File: src/rtl/lc3_pkg.sv
// Shared LC-3 definitions: opcodes, register constants, decode and bundle types.
package lc3_pkg;

    typedef enum logic [3:0] {
        OP_BR   = 4'b0000,
        OP_ADD  = 4'b0001,
        OP_LD   = 4'b0010,
        OP_ST   = 4'b0011,
        OP_JSR  = 4'b0100,
        OP_AND  = 4'b0101,
        OP_LDR  = 4'b0110,
        OP_STR  = 4'b0111,
        OP_RTI  = 4'b1000,
        OP_NOT  = 4'b1001,
        OP_LDI  = 4'b1010,
        OP_STI  = 4'b1011,
        OP_JMP  = 4'b1100,
        OP_RSV  = 4'b1101,
        OP_LEA  = 4'b1110,
        OP_TRAP = 4'b1111
    } opcode_e;

    localparam logic [2:0] R7 = 3'd7;

    typedef struct packed {
        logic [3:0]  op;
        logic        mode;
        logic [2:0]  nzp;
        logic        src1_en;
        logic [2:0]  src1;
        logic        src2_en;
        logic [2:0]  src2;
        logic        dr_en;
        logic [2:0]  dr;
        logic [15:0] imm;
        logic        ill;
    } dec_t;

    typedef struct packed {
        logic [3:0]  op;
        logic        mode;
        logic [2:0]  nzp;
        logic [2:0]  dr;
        logic        dr_en;
        logic [15:0] src1;
        logic [15:0] src2;
        logic [15:0] imm;
        logic [15:0] pc;
        logic        ill;
    } ex_bundle_t;

    // Sign-extend the low 'width' bits of raw to 16 bits.
    function automatic logic [15:0] sext(input logic [15:0] raw, input logic [4:0] width);
        logic [4:0]         sh;
        logic signed [15:0] tmp;
        sh  = 5'd16 - width;
        tmp = raw << sh;
        return tmp >>> sh;
    endfunction

endpackage

File: src/rtl/id_stage_if.sv
// Fetch, register-read, writeback-snoop and execute signals of the decode stage.
interface id_stage_if;
    logic        inst_vld_i_w;
    logic        inst_rdy_o_w;
    logic [15:0] inst_i_w;
    logic [15:0] pc_i_w;
    logic        r_en1_o_w;
    logic [2:0]  r_addr1_o_w;
    logic [15:0] r_dat1_i_w;
    logic        r_en2_o_w;
    logic [2:0]  r_addr2_o_w;
    logic [15:0] r_dat2_i_w;
    logic        wb_en_i_w;
    logic [2:0]  wb_addr_i_w;
    logic        ex_vld_o_r;
    logic        ex_rdy_i_w;
    logic [3:0]  ex_op_o_r;
    logic        ex_mode_o_r;
    logic [2:0]  ex_nzp_o_r;
    logic [2:0]  ex_dr_o_r;
    logic        ex_dr_en_o_r;
    logic [15:0] ex_src1_o_r;
    logic [15:0] ex_src2_o_r;
    logic [15:0] ex_imm_o_r;
    logic [15:0] ex_pc_o_r;
    logic        ex_ill_o_r;

    modport master (
        input  inst_vld_i_w, inst_i_w, pc_i_w, r_dat1_i_w, r_dat2_i_w,
               wb_en_i_w, wb_addr_i_w, ex_rdy_i_w,
        output inst_rdy_o_w, r_en1_o_w, r_addr1_o_w, r_en2_o_w, r_addr2_o_w,
               ex_vld_o_r, ex_op_o_r, ex_mode_o_r, ex_nzp_o_r, ex_dr_o_r,
               ex_dr_en_o_r, ex_src1_o_r, ex_src2_o_r, ex_imm_o_r, ex_pc_o_r, ex_ill_o_r
    );

    modport slave (
        output inst_vld_i_w, inst_i_w, pc_i_w, r_dat1_i_w, r_dat2_i_w,
               wb_en_i_w, wb_addr_i_w, ex_rdy_i_w,
        input  inst_rdy_o_w, r_en1_o_w, r_addr1_o_w, r_en2_o_w, r_addr2_o_w,
               ex_vld_o_r, ex_op_o_r, ex_mode_o_r, ex_nzp_o_r, ex_dr_o_r,
               ex_dr_en_o_r, ex_src1_o_r, ex_src2_o_r, ex_imm_o_r, ex_pc_o_r, ex_ill_o_r
    );
endinterface

File: src/rtl/id_decode.sv
// Combinational LC-3 field decode: sources, destination, immediate and flags.
module id_decode
    import lc3_pkg::*;
(
    input  logic [15:0] inst_i,
    output dec_t        dec_o
);

    opcode_e op_s;
    assign op_s = opcode_e'(inst_i[15:12]);

    // Per-opcode selection; unused fields stay zero
    always_comb begin
        dec_o    = '0;
        dec_o.op = inst_i[15:12];
        case (op_s)
            OP_ADD, OP_AND: begin
                dec_o.mode    = inst_i[5];
                dec_o.src1_en = 1'b1;
                dec_o.src1    = inst_i[8:6];
                dec_o.dr_en   = 1'b1;
                dec_o.dr      = inst_i[11:9];
                if (inst_i[5]) begin
                    dec_o.imm = sext({11'd0, inst_i[4:0]}, 5'd5);
                end else begin
                    dec_o.src2_en = 1'b1;
                    dec_o.src2    = inst_i[2:0];
                end
            end
            OP_NOT: begin
                dec_o.src1_en = 1'b1;
                dec_o.src1    = inst_i[8:6];
                dec_o.dr_en   = 1'b1;
                dec_o.dr      = inst_i[11:9];
            end
            OP_BR: begin
                dec_o.nzp = inst_i[11:9];
                dec_o.imm = sext({7'd0, inst_i[8:0]}, 5'd9);
            end
            OP_LD, OP_LDI, OP_LEA: begin
                dec_o.dr_en = 1'b1;
                dec_o.dr    = inst_i[11:9];
                dec_o.imm   = sext({7'd0, inst_i[8:0]}, 5'd9);
            end
            OP_ST, OP_STI: begin
                dec_o.src2_en = 1'b1;
                dec_o.src2    = inst_i[11:9];
                dec_o.imm     = sext({7'd0, inst_i[8:0]}, 5'd9);
            end
            OP_LDR: begin
                dec_o.src1_en = 1'b1;
                dec_o.src1    = inst_i[8:6];
                dec_o.dr_en   = 1'b1;
                dec_o.dr      = inst_i[11:9];
                dec_o.imm     = sext({10'd0, inst_i[5:0]}, 5'd6);
            end
            OP_STR: begin
                dec_o.src1_en = 1'b1;
                dec_o.src1    = inst_i[8:6];
                dec_o.src2_en = 1'b1;
                dec_o.src2    = inst_i[11:9];
                dec_o.imm     = sext({10'd0, inst_i[5:0]}, 5'd6);
            end
            OP_JSR: begin
                dec_o.mode  = inst_i[11];
                dec_o.dr_en = 1'b1;
                dec_o.dr    = R7;
                if (inst_i[11]) begin
                    dec_o.imm = sext({5'd0, inst_i[10:0]}, 5'd11);
                end else begin
                    dec_o.src1_en = 1'b1;
                    dec_o.src1    = inst_i[8:6];
                end
            end
            OP_JMP: begin
                dec_o.src1_en = 1'b1;
                dec_o.src1    = inst_i[8:6];
            end
            OP_TRAP: begin
                dec_o.dr_en = 1'b1;
                dec_o.dr    = R7;
                dec_o.imm   = {8'd0, inst_i[7:0]};
            end
            OP_RTI, OP_RSV: begin
                dec_o.ill = 1'b1;
            end
            default: begin
                dec_o.ill = 1'b1;
            end
        endcase
    end

endmodule

File: src/rtl/id_stage.sv
// LC-3 decode/operand-fetch stage: register read requests, RAW/WAW scoreboard,
// and a registered valid/ready bundle toward execute.
module id_stage
    import lc3_pkg::*;
(
    input  logic       clk_i_w,
    input  logic       rst_i_w,
    input  logic       flush_i_w,
    id_stage_if.master bus,
    output logic [7:0] sb_busy_o_w
);

    dec_t       dec_s;
    logic       src1_en_s;
    logic       src2_en_s;
    logic       dr_en_s;
    logic       hazard_s;
    logic       accept_s;
    logic       handoff_s;
    logic [7:0] blk_s;
    logic [7:0] clr_s;
    logic [7:0] set_s;
    logic [7:0] sb_d;
    logic [7:0] sb_q;
    logic       ex_vld_d;
    logic       ex_vld_q;
    ex_bundle_t ex_d;
    ex_bundle_t ex_q;

    id_decode u_decode (
        .inst_i (bus.inst_i_w),
        .dec_o  (dec_s)
    );

    assign src1_en_s = bus.inst_vld_i_w & dec_s.src1_en;
    assign src2_en_s = bus.inst_vld_i_w & dec_s.src2_en;
    assign dr_en_s   = bus.inst_vld_i_w & dec_s.dr_en;

    assign bus.r_en1_o_w   = src1_en_s;
    assign bus.r_addr1_o_w = src1_en_s ? dec_s.src1 : 3'd0;
    assign bus.r_en2_o_w   = src2_en_s;
    assign bus.r_addr2_o_w = src2_en_s ? dec_s.src2 : 3'd0;

    assign handoff_s = ex_vld_q & bus.ex_rdy_i_w & ~flush_i_w;

    // Per-register blocking state and scoreboard update; a same-cycle set beats a clear
    always_comb begin
        blk_s = '0;
        clr_s = '0;
        set_s = '0;
        sb_d  = '0;
        for (int i = 0; i < 8; i++) begin
            clr_s[i] = bus.wb_en_i_w && (bus.wb_addr_i_w == i[2:0]);
            set_s[i] = handoff_s && ex_q.dr_en && (ex_q.dr == i[2:0]);
            blk_s[i] = (sb_q[i] && !clr_s[i]) ||
                       (ex_vld_q && ex_q.dr_en && (ex_q.dr == i[2:0]));
            sb_d[i]  = (sb_q[i] & ~clr_s[i]) | set_s[i];
        end
    end

    assign hazard_s = (src1_en_s && blk_s[dec_s.src1]) ||
                      (src2_en_s && blk_s[dec_s.src2]) ||
                      (dr_en_s   && blk_s[dec_s.dr]);

    assign bus.inst_rdy_o_w = !hazard_s && (!ex_vld_q || bus.ex_rdy_i_w) && !flush_i_w;
    assign accept_s         = bus.inst_vld_i_w && bus.inst_rdy_o_w;

    // Output register next state: flush kills, accept loads, bare handoff empties
    always_comb begin
        ex_d     = ex_q;
        ex_vld_d = ex_vld_q;
        if (flush_i_w) begin
            ex_vld_d = 1'b0;
        end else if (accept_s) begin
            ex_vld_d   = 1'b1;
            ex_d.op    = dec_s.op;
            ex_d.mode  = dec_s.mode;
            ex_d.nzp   = dec_s.nzp;
            ex_d.dr    = dec_s.dr;
            ex_d.dr_en = dec_s.dr_en;
            ex_d.src1  = dec_s.src1_en ? bus.r_dat1_i_w : 16'h0000;
            ex_d.src2  = dec_s.src2_en ? bus.r_dat2_i_w : 16'h0000;
            ex_d.imm   = dec_s.imm;
            ex_d.pc    = bus.pc_i_w;
            ex_d.ill   = dec_s.ill;
        end else if (handoff_s) begin
            ex_vld_d = 1'b0;
        end else begin
            ex_vld_d = ex_vld_q;
        end
    end

    // State registers
    always_ff @(posedge clk_i_w or negedge rst_i_w) begin
        if (!rst_i_w) begin
            ex_q     <= '0;
            ex_vld_q <= 1'b0;
            sb_q     <= 8'h00;
        end else begin
            ex_q     <= ex_d;
            ex_vld_q <= ex_vld_d;
            sb_q     <= sb_d;
        end
    end

    assign bus.ex_vld_o_r   = ex_vld_q;
    assign bus.ex_op_o_r    = ex_q.op;
    assign bus.ex_mode_o_r  = ex_q.mode;
    assign bus.ex_nzp_o_r   = ex_q.nzp;
    assign bus.ex_dr_o_r    = ex_q.dr;
    assign bus.ex_dr_en_o_r = ex_q.dr_en;
    assign bus.ex_src1_o_r  = ex_q.src1;
    assign bus.ex_src2_o_r  = ex_q.src2;
    assign bus.ex_imm_o_r   = ex_q.imm;
    assign bus.ex_pc_o_r    = ex_q.pc;
    assign bus.ex_ill_o_r   = ex_q.ill;
    assign sb_busy_o_w      = sb_q;

endmodule

File: src/flat_wrapper.sv
// flat-port wrapper written by rule: the top's interface ports become plain ports
module id_stage_flat import lc3_pkg::*;
  (clk_i_w, rst_i_w, flush_i_w, sb_busy_o_w, bus_inst_vld_i_w, bus_inst_i_w, bus_pc_i_w, bus_r_dat1_i_w, bus_r_dat2_i_w, bus_wb_en_i_w, bus_wb_addr_i_w, bus_ex_rdy_i_w, bus_inst_rdy_o_w, bus_r_en1_o_w, bus_r_addr1_o_w, bus_r_en2_o_w, bus_r_addr2_o_w, bus_ex_vld_o_r, bus_ex_op_o_r, bus_ex_mode_o_r, bus_ex_nzp_o_r, bus_ex_dr_o_r, bus_ex_dr_en_o_r, bus_ex_src1_o_r, bus_ex_src2_o_r, bus_ex_imm_o_r, bus_ex_pc_o_r, bus_ex_ill_o_r);
  id_stage_if bus_i ();
  input  logic clk_i_w;
  input  logic rst_i_w;
  input  logic flush_i_w;
  output logic [7:0] sb_busy_o_w;
  input wire logic [$bits(bus_i.inst_vld_i_w)-1:0] bus_inst_vld_i_w;
  input wire logic [$bits(bus_i.inst_i_w)-1:0] bus_inst_i_w;
  input wire logic [$bits(bus_i.pc_i_w)-1:0] bus_pc_i_w;
  input wire logic [$bits(bus_i.r_dat1_i_w)-1:0] bus_r_dat1_i_w;
  input wire logic [$bits(bus_i.r_dat2_i_w)-1:0] bus_r_dat2_i_w;
  input wire logic [$bits(bus_i.wb_en_i_w)-1:0] bus_wb_en_i_w;
  input wire logic [$bits(bus_i.wb_addr_i_w)-1:0] bus_wb_addr_i_w;
  input wire logic [$bits(bus_i.ex_rdy_i_w)-1:0] bus_ex_rdy_i_w;
  output wire logic [$bits(bus_i.inst_rdy_o_w)-1:0] bus_inst_rdy_o_w;
  output wire logic [$bits(bus_i.r_en1_o_w)-1:0] bus_r_en1_o_w;
  output wire logic [$bits(bus_i.r_addr1_o_w)-1:0] bus_r_addr1_o_w;
  output wire logic [$bits(bus_i.r_en2_o_w)-1:0] bus_r_en2_o_w;
  output wire logic [$bits(bus_i.r_addr2_o_w)-1:0] bus_r_addr2_o_w;
  output wire logic [$bits(bus_i.ex_vld_o_r)-1:0] bus_ex_vld_o_r;
  output wire logic [$bits(bus_i.ex_op_o_r)-1:0] bus_ex_op_o_r;
  output wire logic [$bits(bus_i.ex_mode_o_r)-1:0] bus_ex_mode_o_r;
  output wire logic [$bits(bus_i.ex_nzp_o_r)-1:0] bus_ex_nzp_o_r;
  output wire logic [$bits(bus_i.ex_dr_o_r)-1:0] bus_ex_dr_o_r;
  output wire logic [$bits(bus_i.ex_dr_en_o_r)-1:0] bus_ex_dr_en_o_r;
  output wire logic [$bits(bus_i.ex_src1_o_r)-1:0] bus_ex_src1_o_r;
  output wire logic [$bits(bus_i.ex_src2_o_r)-1:0] bus_ex_src2_o_r;
  output wire logic [$bits(bus_i.ex_imm_o_r)-1:0] bus_ex_imm_o_r;
  output wire logic [$bits(bus_i.ex_pc_o_r)-1:0] bus_ex_pc_o_r;
  output wire logic [$bits(bus_i.ex_ill_o_r)-1:0] bus_ex_ill_o_r;
  assign bus_i.inst_vld_i_w = bus_inst_vld_i_w;
  assign bus_i.inst_i_w = bus_inst_i_w;
  assign bus_i.pc_i_w = bus_pc_i_w;
  assign bus_i.r_dat1_i_w = bus_r_dat1_i_w;
  assign bus_i.r_dat2_i_w = bus_r_dat2_i_w;
  assign bus_i.wb_en_i_w = bus_wb_en_i_w;
  assign bus_i.wb_addr_i_w = bus_wb_addr_i_w;
  assign bus_i.ex_rdy_i_w = bus_ex_rdy_i_w;
  assign bus_inst_rdy_o_w = bus_i.inst_rdy_o_w;
  assign bus_r_en1_o_w = bus_i.r_en1_o_w;
  assign bus_r_addr1_o_w = bus_i.r_addr1_o_w;
  assign bus_r_en2_o_w = bus_i.r_en2_o_w;
  assign bus_r_addr2_o_w = bus_i.r_addr2_o_w;
  assign bus_ex_vld_o_r = bus_i.ex_vld_o_r;
  assign bus_ex_op_o_r = bus_i.ex_op_o_r;
  assign bus_ex_mode_o_r = bus_i.ex_mode_o_r;
  assign bus_ex_nzp_o_r = bus_i.ex_nzp_o_r;
  assign bus_ex_dr_o_r = bus_i.ex_dr_o_r;
  assign bus_ex_dr_en_o_r = bus_i.ex_dr_en_o_r;
  assign bus_ex_src1_o_r = bus_i.ex_src1_o_r;
  assign bus_ex_src2_o_r = bus_i.ex_src2_o_r;
  assign bus_ex_imm_o_r = bus_i.ex_imm_o_r;
  assign bus_ex_pc_o_r = bus_i.ex_pc_o_r;
  assign bus_ex_ill_o_r = bus_i.ex_ill_o_r;
  id_stage u_core (.clk_i_w(clk_i_w), .rst_i_w(rst_i_w), .flush_i_w(flush_i_w), .bus(bus_i), .sb_busy_o_w(sb_busy_o_w));
endmodule
File: config.mk
export PLATFORM = sky130hd
export DESIGN_NAME = id_stage_flat
export DESIGN_NICKNAME = d
export VERILOG_FILES = /design/src/rtl/lc3_pkg.sv /design/src/rtl/id_stage_if.sv /design/src/rtl/id_decode.sv /design/src/rtl/id_stage.sv /design/src/flat_wrapper.sv
export SDC_FILE = /design/constraint.sdc
export NUM_CORES = 1
export LEC_CHECK = 0
export CORE_MARGIN = 3
export CORE_UTILIZATION = 41
export CTS_CLUSTER_SIZE = 14
export DETAILED_ROUTE_END_ITERATION = 8
export HOLD_SLACK_MARGIN = 0.1
export PLACE_DENSITY_LB_ADDON = 0.1
export SLEW_MARGIN = 10
export SYNTH_ARGS = -nofsm -noshare
export SYNTH_HDL_FRONTEND = slang
export SYNTH_HIERARCHICAL = 1
export SYNTH_SLANG_ARGS = --single-unit
export TNS_END_PERCENT = 20
File: constraint.sdc
create_clock -name clk_i_w -period 7.05 [get_ports clk_i_w]
set_input_delay 1.41 -clock clk_i_w [delete_from_list [all_inputs] [get_ports clk_i_w]]
set_output_delay 1.41 -clock clk_i_w [all_outputs]
set_load 0.005 [all_outputs]
# Word level (Yosys, flattened, before mapping)
# Index checks and enable logic that the tools add are counted.
classes:
  n_shift: 0
  reduce_logical: 75
  eq_ne: 29
  n_addsub: 0
  bitwise: 30
  mul: 0
  div: 0
  mux: 24
  n_lt_le_gt_ge: 3
op_table:
  columns: ["op", "n"]
  rows:
  - ["16-bit one-hot mux with 5 select lines", 1]
  - ["16-bit 2-to-1 mux", 4]
  - ["1-bit logical AND", 40]
  - ["4-bit == test, second input constant", 8]
  - ["3-bit == test, second input constant", 8]
  - ["4-bit one-hot mux with 2 select lines", 3]
  - ["4-bit by 3-bit == test with 1-bit output, second input constant", 4]
  - ["1-bit AND", 13]
  - ["3-bit by 2-bit == test with 1-bit output, second input constant", 4]
  - ["3-bit by 4-bit < comparator with 1-bit output, second input constant", 3]
  - ["6-bit OR reduction", 2]
  - ["1-bit zero test", 11]
  - ["1-bit logical OR", 11]
  - ["1-bit binary-select mux with 3-bit select", 3]
  - ["3-bit 2-to-1 mux", 3]
  - ["1-bit NOT", 9]
  - ["4-bit by 2-bit == test with 1-bit output, second input constant", 2]
  - ["4-bit 2-to-1 mux", 2]
  - ["1-bit OR", 8]
  - ["2-bit OR reduction", 4]
  - ["1-bit 2-to-1 mux", 7]
  - ["7-bit OR reduction", 1]
  - ["3-bit by 1-bit == test with 1-bit output, second input constant", 2]
  - ["3-bit zero test", 2]
  - ["other kinds (6)", 6]
totals:
  in_bits: 73
  rom_bits: 0
  ff_bits: 86
  memories: 0
  ram_bits: 0
  latch_bits: 0

# Depth between registers and ports, before layout
depth:
  depth_word: 16
  mapped_depth: 14
  ltp_nobuf: 10

# Hierarchy
# The synthesis kept the hierarchy.
modules_own_cells:
  columns: ["mod", "seq_area_each_um2", "area_each_um2", "instances", "cells_per_inst"]
  rows:
  - ["id_stage", 2152.1, 3717.3, 1, 281]
  - ["id_decode", 0.0, 559.3, 1, 87]

# Least setup slack after synthesis
# No wires, ideal clock.
synth_timing:
  path_kind: "input port to output port"
  start: "input bus_inst_i_w[12]"
  end: "output bus_inst_rdy_o_w"
  path_slack_ns: 2.235
  arrival_time_ns: 3.405
  path_buffers: 1
  t_required_ns: 5.640
  path_stages: 9
  path_cell_list: "buf_6 > or4b_1 > o2111a_2 > and2_1 > or4_1 > o22ai_1 > a311oi_2 > nand2_1 > nor2_1"
synth_rtl:
  columns: ["item", "line", "rtl"]
  rows:
  - ["from (decl)", "flat_wrapper.sv:10", "input wire logic [$bits(bus_i.inst_i_w)-1:0] bus_inst_i_w;"]
  - ["to (decl)", "flat_wrapper.sv:17", "output wire logic [$bits(bus_i.inst_rdy_o_w)-1:0] bus_inst_rdy_o_w;"]

==> results.cfg <==
[layout]
num-fill-cells = 850
syn2layout_area_growth_pct = 43.5
drive_above_1_share_pct = 14.2
multiInputGateArea_um2 = 1900
final_core_util_pct = 61.6
seq_area_um2 = 2150
n_antenna_cell = 0
num-nets-final = 591

[setup_path]
critPathCaptureType = output port
worstPathRequired_ns = 5.64
arrival_ns = 4.84
cp_max_fo = 21
start_kind = input pin
reg2reg_slack_ns = 3.73
crit_type = in2out

[route]
firstDrtPassIters = 4
viasPerCell = 5.40
drtIter0Drc = 167
via_count = 3537
antenna_left = 0
wl_per_cell_um = 17.6
drt-total-wl_mm = 11.5
drc_errors = 0

[die]
die_w_um = 108
dieArea_um2 = 11700
initial_core_util_pct = 43.0
rows = 36
die_height_um = 108
coreArea_um2 = 9950
io_pins = 168

[clock_network]
cts_resized = 0
cts_setup_buffers = 0
h-tree-depth = 3
cts_hold_buf = 0
clkTransAtPathRegs_ns = 0.09
numCtsBuffers = 9
clock-sinks = 86
clk_latency_ns = 0.35
cts_tree = yes
clock_path_buffers = 2
cts-root-buf = clkbuf_8

[timing]
max_freq_mhz = 160
tightest_slew_ns = 0.777
rsz0062_at_grt = no
finalMaxSlewViolations = 0
skew_ns = 0.00713
min_period_over_period_pct = 88.6
setup_viol = 0
tns_ns = 0
fin_crit_ns = 6.25
finalHoldViolations = 0
relSlewSlack_pct = 48.1

[grt]
gr-total-overflow = 0
grt.total_usage_pct = 19.9
first_global_vias = 3531
antenna_found_initial = 0
grt_pass1_wl_mm = 18.5
grt_max_degree = 62

[synth]
synth.most_common_cell = dfrtp_1
synthTopCellsByArea = dfrtp_1, mux2_2, a22o_1
yosys.area.top_type = dfrtp_1
yosysWarnings = 6
ys_seq_elements = 86
netlist-cell-type-count = 56
ys_seq_area_share_pct = 50.3
synth_nets = 441
synth_area_per_cell_um2 = 11.6
syn_inst = 368
synth-async-reset-ratio_pct = 100
syn_area_um2 = 4280
synth_common_cells = dfrtp_1, mux2_2, a22o_1, nand2_1, nor2b_1
synth_top_area_share_pct = 50.3
ys.flop_type = dfrtp_1
synth-edff-count = 0

[pwr]
switchingPower_mw = 0.403
p_comb_share_pct = 31.7
p_int_mw = 1.04
power_frac_clock_pct = 24.0
ir_drop_mv = 0.125
cellLeakagePower_nw = 2.58
power_density_nw_per_um2 = 235
p_seq_share_pct = 44.3
swShare_pct = 27.9

[outcome]
status = complete, no violations

[min_path]
hold_path_class = reg2reg

[placement]
dp_hpwl_mm = 8.51
gp_congestion = 0.875
port_buffers = 167

[flow_run]
cap_violations = 0
==> sequential cells by signal (all words and copies together), names as in the netlist <==
register / flops
u_core/bus.ex_imm_o_r: 16
u_core/bus.ex_pc_o_r: 16
u_core/bus.ex_src1_o_r: 16
u_core/bus.ex_src2_o_r: 16
u_core/sb_busy_o_w: 8
u_core/bus.ex_op_o_r: 4
u_core/bus.ex_dr_o_r: 3
u_core/bus.ex_nzp_o_r: 3
u_core/bus.ex_dr_en_o_r: 1
u_core/bus.ex_ill_o_r: 1
u_core/bus.ex_mode_o_r: 1
u_core/bus.ex_vld_o_r: 1
==> kinds of logic (layout without fill, tap and decap cells) <==
group                  Yosys count  count (layout)  synth area share [%]
and+or+nand+nor                110             110                  15.7
AOI/OAI and AO/OA               87              87                  15.9
DFF                             86              86                  50.3
muxes                           48              48                  12.8
buffers and inverters           37             191                  5.21
==> cells in the final DEF (no fill, tap or decap), types with 3 or more instances in the layout <==
cell type        instances
dfrtp_1                 86
or2_2                    3
a21oi_1                 13
inv_1                    7
clkbuf_8                 9
o21ai_0                  8
nand2_1                 23
and3_1                   7
a22o_1                  35
clkdlybuf4s50_1        166
nor3_1                   5
mux2_2                  45
and2_1                   7
a221oi_1                 4
nand2b_1                 9
nand3_1                  8
a211oi_1                 3
nor2b_1                 14
nand4_1                  6
a22oi_1                  4
nand4b_1                 3
nor2_1                   7
==> layer usage <==
metal | global-route usage [%] | vias to the layer above | part of all wire (%)
met2 | 33.6 | 122 | 51
met1 | 25.8 | 1744 | 41
li1 | - | 1662 | -
met3 | 4.48 | 9 | 7.2
met4 | 5.50 | 0 | 0.86
met5 | 0 | - | 0
==> worst max-delay path: stages <==
cell             delay (ns)
clkdlybuf4s50_1        0.72
or4b_1                 0.63
o2111a_2               0.21
and2_1                 0.24
nand4_1                0.15
o22a_1                 0.17
o22ai_1                0.08
a311oi_2               0.38
nand2_1                0.18
nor2_1                 0.12
clkdlybuf4s50_1        0.54
==> area by class of cell <==
cell class / instances / area share, %
clock buffer: 9 / 2.02
clock inverter: 6 / 1.12
inverter: 7 / 0.428
multi-input combinational: 245 / 31.0
sequential: 86 / 35.1
tap: 133 / 2.71
timing repair buffer: 169 / 27.7
==> power groups by stage <==
stage | clock (mW) | sequential (mW) | combinational, mW
finish | 0.346 | 0.639 | 0.458
global route | 0.379 | 0.653 | 0.497
CTS | 0.357 | 0.641 | 0.464
detailed placement | 0 | 0.650 | 0.462
global placement | 0 | 0.645 | 0.457
floorplan | 0 | 0.651 | 0.178
==> per-stage QoR <==
stage / cells / area (um2) / hold WS, ns / setup slack [ns] / power, mW
after floorplan: 368 / 4280 / 0.491 / 2.23 / 0.829
after global routing: 655 / 6140 / 0.525 / 0.586 / 1.53
after CTS: 655 / 6140 / 0.513 / 0.834 / 1.46
after global placement: 640 / 5940 / 0.487 / 0.958 / 1.10
final: 655 / 6140 / 0.509 / 0.803 / 1.44
after detailed placement: 640 / 5940 / 0.491 / 0.844 / 1.11
==> final timing paths <==
path	endpoint	start	cells after the start
worst max-delay path	bus_inst_rdy_o_w	bus_inst_i_w[13]	11
worst min-delay path	u_core/bus.ex_src1_o_r[4]	u_core/bus.ex_src1_o_r[4]	1
worst max register to register	u_core/bus.ex_pc_o_r[4]	u_core/bus.ex_dr_o_r[0]	8
worst min register to register	u_core/bus.ex_src1_o_r[4]	u_core/bus.ex_src1_o_r[4]	1
max in group asynchronous	u_core/bus.ex_imm_o_r[14]	rst_i_w	2
min in group asynchronous	u_core/sb_busy_o_w[6]	rst_i_w	1
No activity file was read; power rests on OpenSTA's default activity.
